===== src/rtl/mem_port_arbiter.sv =====
// Round-robin arbiter sharing one memory port between instruction fetch and data access.
// Each access holds the port for WAIT_CYCLES+1 cycles, then pulses the owner's ack for one cycle.
`timescale 1ns/1ps
module mem_port_arbiter #(
    parameter int ADDR_W      = 16,
    parameter int DATA_W      = 16,
    parameter int WAIT_CYCLES = 1
) (
    input  logic              CLK,
    input  logic              Reset,
    input  logic              fetch_req,
    input  logic [ADDR_W-1:0] fetch_addr,
    output logic              fetch_ack,
    input  logic              data_req,
    input  logic              data_we,
    input  logic [ADDR_W-1:0] data_addr,
    input  logic [DATA_W-1:0] data_wdata,
    output logic              data_ack,
    output logic [DATA_W-1:0] rdata,
    output logic              mem_en,
    output logic              mem_we,
    output logic [ADDR_W-1:0] mem_addr,
    output logic [DATA_W-1:0] mem_wdata,
    input  logic [DATA_W-1:0] mem_rdata,
    output logic              busy,
    output logic              owner
);

    typedef enum logic [1:0] {IDLE, ACCESS, RESP} state_t;

    localparam logic [3:0] WAIT_INIT = 4'(WAIT_CYCLES);

    state_t            state_q, state_d;
    logic [3:0]        cnt_q, cnt_d;
    logic [ADDR_W-1:0] addr_q, addr_d;
    logic              we_q, we_d;
    logic [DATA_W-1:0] wdata_q, wdata_d;
    logic              owner_q, owner_d;
    logic              last_q, last_d;
    logic [DATA_W-1:0] rdata_q, rdata_d;
    logic              grant_data;

    always_ff @(posedge CLK or negedge Reset) begin
        if (!Reset) begin
            state_q <= IDLE;
            cnt_q   <= '0;
            addr_q  <= '0;
            we_q    <= 1'b0;
            wdata_q <= '0;
            owner_q <= 1'b0;
            last_q  <= 1'b1;
            rdata_q <= '0;
        end else begin
            state_q <= state_d;
            cnt_q   <= cnt_d;
            addr_q  <= addr_d;
            we_q    <= we_d;
            wdata_q <= wdata_d;
            owner_q <= owner_d;
            last_q  <= last_d;
            rdata_q <= rdata_d;
        end
    end

    always_comb begin
        state_d    = state_q;
        cnt_d      = cnt_q;
        addr_d     = addr_q;
        we_d       = we_q;
        wdata_d    = wdata_q;
        owner_d    = owner_q;
        last_d     = last_q;
        rdata_d    = rdata_q;
        grant_data = 1'b0;
        case (state_q)
            IDLE: begin
                if (fetch_req || data_req) begin
                    // On a tie the requester that did not own the last access wins.
                    grant_data = data_req && (!fetch_req || !last_q);
                    state_d    = ACCESS;
                    cnt_d      = WAIT_INIT;
                    addr_d     = grant_data ? data_addr : fetch_addr;
                    we_d       = grant_data && data_we;
                    wdata_d    = data_wdata;
                    owner_d    = grant_data;
                    last_d     = grant_data;
                end
            end
            ACCESS: begin
                if (cnt_q != 4'd0) begin
                    cnt_d = cnt_q - 4'd1;
                end else begin
                    if (!we_q) begin
                        rdata_d = mem_rdata;
                    end
                    state_d = RESP;
                end
            end
            RESP: begin
                state_d = IDLE;
            end
            default: begin
                state_d = IDLE;
            end
        endcase
    end

    // Port signals come straight from the latched request so they stay stable through ACCESS.
    assign mem_en    = (state_q == ACCESS);
    assign mem_we    = (state_q == ACCESS) && we_q;
    assign mem_addr  = addr_q;
    assign mem_wdata = wdata_q;
    assign fetch_ack = (state_q == RESP) && !owner_q;
    assign data_ack  = (state_q == RESP) && owner_q;
    assign busy      = (state_q != IDLE);
    assign owner     = owner_q;
    assign rdata     = rdata_q;

endmodule


===== config.mk =====
export PLATFORM = sky130hd
export DESIGN_NAME = mem_port_arbiter
export DESIGN_NICKNAME = d
export VERILOG_FILES = /design/src/rtl/mem_port_arbiter.sv
export SDC_FILE = /design/constraint.sdc
export NUM_CORES = 1
export LEC_CHECK = 0
export ABC_AREA = 1
export CORE_AREA = 2 2 94 96
export CTS_BUF_LIST = sky130_fd_sc_hd__clkbuf_2
export DETAILED_ROUTE_END_ITERATION = 8
export DIE_AREA = 0 0 96 98
export GPL_ROUTABILITY_DRIVEN = 0
export HOLD_SLACK_MARGIN = 0.02
export PLACE_DENSITY = 0.66
export SYNTH_ARGS = -nofsm -noshare
export SYNTH_HDL_FRONTEND = slang
export SYNTH_SLANG_ARGS = --single-unit

===== constraint.sdc =====
create_clock -name CLK -period 2.05 [get_ports CLK]
set_input_delay 0.205 -clock CLK [delete_from_list [all_inputs] [get_ports CLK]]
set_output_delay 0.205 -clock CLK [all_outputs]
set_load 0.01 [all_outputs]

# Yosys cells after proc, flatten, opt, wreduce, memory -nomap -nowiden
# Index checks and enable logic that the tools add are counted.
# totals
in_bits,69
regBits,57
elab_cells,41
# classes
addsub,1
n_reduce_logical,18
n_mux,7
bitwise_logic,2
n_eq_ne,5
# op_table
cell,n
16-bit two-way mux,1
4-bit two-way mux,2
4-bit one-hot mux with 2 select lines,1
3-bit AND reduction,2
1-bit logical AND,5
2-bit two-way mux,2
"2-bit != test, second input constant",2
2-bit one-hot mux with 2 select lines,1
2-bit AND reduction,2
2-bit nonzero test,2
4-bit nonzero test,1
"4-bit by 1-bit subtractor with 4-bit output, second input constant",1
1-bit zero test,3
"2-bit by 1-bit equality test with 1-bit output, second input constant",1
"2-bit equality test, second input constant",1
2-bit zero test,1
1-bit logical OR,2
"2-bit by 1-bit != test with 1-bit output, second input constant",1
1-bit NOT,2

# Logic depth before layout (Yosys ltp)
# depth
depth_word,4
mapped_depth,8
ltp_nobuf,7

# Worst setup path before layout
# OpenSTA, ideal clock, no wires.
# synth_timing
kind,register to register
start,register cnt_q[0]
end,register rdata_q[10] (netlist: rdata[10])
arrival_ps,1248
required_ps,1933
period_less_slack_ps,1365
slack_ps,685
stages_incl_launch_ff,9
cell_sequence,dfrtp_1 inv_1 ha_1 nand2_1 nor2_8 nand2_4 buf_6 nand2_1 nand2_1
# synth_between
elab_chain_len,3
# synth_lines
item,line_no,source
"start, declared",34,"logic [3:0] cnt_q, cnt_d;"
"start signal, assigned",55,cnt_q <= cnt_d;
4-bit nonzero test,90,if (cnt_q != 4'd0) begin
1-bit NOT (no line),--,
3-bit AND reduction (no line),--,
"end signal, assigned",61,rdata_q <= rdata_d;
"end, declared",40,"logic [DATA_W-1:0] rdata_q, rdata_d;"
# No other way between the ends.
# A chain may end at the register's enable or synchronous reset.

# Final worst setup path
# layout_timing
start,register state_q[0]
end,output busy
# layout_between
elab_chain_len,1
# layout_lines
item,line_no,source
"start, declared",33,"state_t state_q, state_d;"
"start signal, assigned",54,state_q <= state_d;
2-bit nonzero test,115,assign busy = (state_q != IDLE);
"end, declared",25,"output logic busy,"
# No other way between the ends.

==> impl_metrics.yaml <==
drt:
  num_vias: 2330
  viasPerCell: 4.47
  drtIter0Drc: 102
  routedWlPerCell_microns: 12.7
  drt-total-wl_microns: 6590
  first_pass_iters: 4
  drc_errors: 0
  detail-route-antenna-nets: 0
final_layout:
  ff_latch_area_sq_um: 1430
  area_growth_pct: 61.8
  final_cell_mix: "clkdlybuf4s50_1, nand2_1, dfrtp_1, o21ai_0, nor2_1"
  multi_input_area_sq_um: 916
  fin_nets: 479
  layout_commonest_cell: "clkdlybuf4s50_1"
  fin_cells: 521
  drive_gt1_share_pct: 8.96
  fillers: 802
  diodes: 0
logic_synthesis:
  ys_seq_elements: 57
  synth.cell_area_sq_um: 2450
  synth-main-ff-cell: "dfrtp_1"
  synth-edff-count: 0
  syn_inst: 278
  synthDistinctLibCells: 25
  ys_warn_count: 0
  syn-num-nets: 349
  synthArstFlopShare_pct: 100
  ys_seq_area_share_pct: 58.2
  postSynthAreaPerCell_sq_um: 8.82
floorplan:
  row_count: 34
  die_h_microns: 98
  die_x_microns: 96
  core_sq_um: 8470
  dieArea_sq_um: 9410
  ios: 123
  start_util_pct: 29.0
sta:
  worstMarginPinSlew_ns: 0.475
  period_needed_ns: 1.88
  clock.fmax_mhz: 532
  hold_viol_final: 0
  relSlewSlack_pct: 68.3
  hold_ws_ns: 0.183
  timing.final.crit_share_pct: 91.7
  worst_slack_ns: 0.169
  finalSetupTns_ns: 0
  setup_viol: 0
  rsz0062_at_grt: "false"
  finalMaxSlewViolations: 0
  clock_skew_ns: 0.0165
worst_setup_path:
  crit_required_ns: 1.85
  crit_path_max_fanout: 4
  cp.arrival_ns: 1.68
  critPathKind: "reg2out"
  worstSetupStartpointType: "flop"
  cp-end-kind: "primary output"
clock_network:
  cts_tree: "yes"
  insertion_delay_ns: 0.44
  clk_pin_slew_ns: 0.17
  cts_buffers: 9
  cts_max_level: 3
  cts.sinks: 57
  clock_path_buffers: 2
  post_cts_buffers: 0
  clockRootBuffer: "clkbuf_2"
global_route:
  grt_pass1_wl_microns: 10800
  antenna_found_initial: 0
  use_met1_pct: 18.4
  grt_max_degree: 42
  grt_util_met2_pct: 23.5
  track_usage_pct: 14.8
  busiest_layer: "met2"
  grt_pass1_vias: 2311
  overflow: 0
  grt_use_met3_pct: 4.40
pwr:
  report.power.total_w: 0.00593
  peakVddDrop_mv: 0.564
  p_leak_nw: 1.87
  power_density_nw_per_um2: 1500
outcome:
  outcome: "completed"
place:
  pre_cts_slack_ns: 0.361
  port_buffers: 122
  dp_hpwl_microns: 4860
  place_inst: 504
job:
  cap_violations: 0
hold_path:
  worstHoldPathType: "in2async"
## per-layer routing
metal  up-vias  routed length (microns)
li1       1149                        -
met1      1077                     2870
met2        93                     3020
met3        11                      572
met4         0                      138
met5         -                        0
## worst max-delay path, cell delays in order (launching register included)
cell             delay, ns
dfrtp_1               0.44
inv_2                 0.09
nand2_2               0.14
clkdlybuf4s50_1       0.57
## final cells by class
| type | instances | share of cell area (%) |
|---|---|---|
| Sequential cell | 57 | 36.0 |
| Timing Repair Buffer | 130 | 32.6 |
| Multi-Input combinational cell | 201 | 23.1 |
| Tap cell | 108 | 3.41 |
| Clock inverter | 6 | 2.68 |
| Clock buffer | 10 | 1.26 |
| Inverter | 9 | 0.915 |
## final timing paths
kind / from / end / slack [ns] / depth (start not counted)
worst max-delay path: state_q[0] / busy / 0.17 / 3
worst min-delay path: Reset / rdata[9] / 0.18 / 2
worst max register to register: cnt_q[0] / rdata[13] / 0.42 / 7
worst min register to register: last_q / last_q / 0.49 / 2
max in group asynchronous: Reset / last_q / 1.26 / 3
min in group CLK: data_wdata[2] / mem_wdata[2] / 0.27 / 3
## repair_timing
action,CTS,global route
endpoints found under the setup margin,1,2
resized for setup,2,2
pin swaps,0,0
endpoints found under the hold margin,50,0
hold buffers,1,0
## flip-flops by register name, summed over array words and instances (netlist names)
name       flops
rdata         16
mem_wdata     16
owner          1
cnt_q          4
last_q         1
state_q        2
mem_addr      16
we_q           1
## Yosys cell counts, types with 2 or more instances
library cell,number,area share (%)
buf_6,2,0.92
nand2_2,4,1.0
o21ai_1,9,1.8
nand3_1,19,3.9
inv_1,5,0.77
buf_2,4,0.82
nand2_1,104,16
inv_2,2,0.31
o21ai_0,29,5.9
nor3_1,2,0.41
dfrtp_1,56,57
nor2_8,2,1.6
buf_4,3,0.92
nor2_1,25,3.8
ha_1,2,1.0
## power breakdown
group	switching (W)	internal (W)
Sequential	0.000321	0.00168
Clock	0.000420	0.000526
Combinational	0.00152	0.00146
## through the flow
step | instance area [sq um] | utilization, %
2_1_floorplan | 2450 | -
3_3_place_gp | 3800 | 44.8
3_5_place_dp | 3800 | 44.8
4_1_cts | 3960 | 46.8
5_1_grt | 3970 | 46.9
6_report | 3970 | 46.9
## cells by family after synthesis
family	count (synthesis)	synth area share, %
and+or+nand+nor	159	27.9
DFF	57	58.2
AOI/OAI and AO/OA	39	8.11
buffers and inverters	20	4.44
adders and majority gates	2	1.02
xor gates and xnor gates	1	0.357
Note: power is estimated with default switching activity, not from simulation.
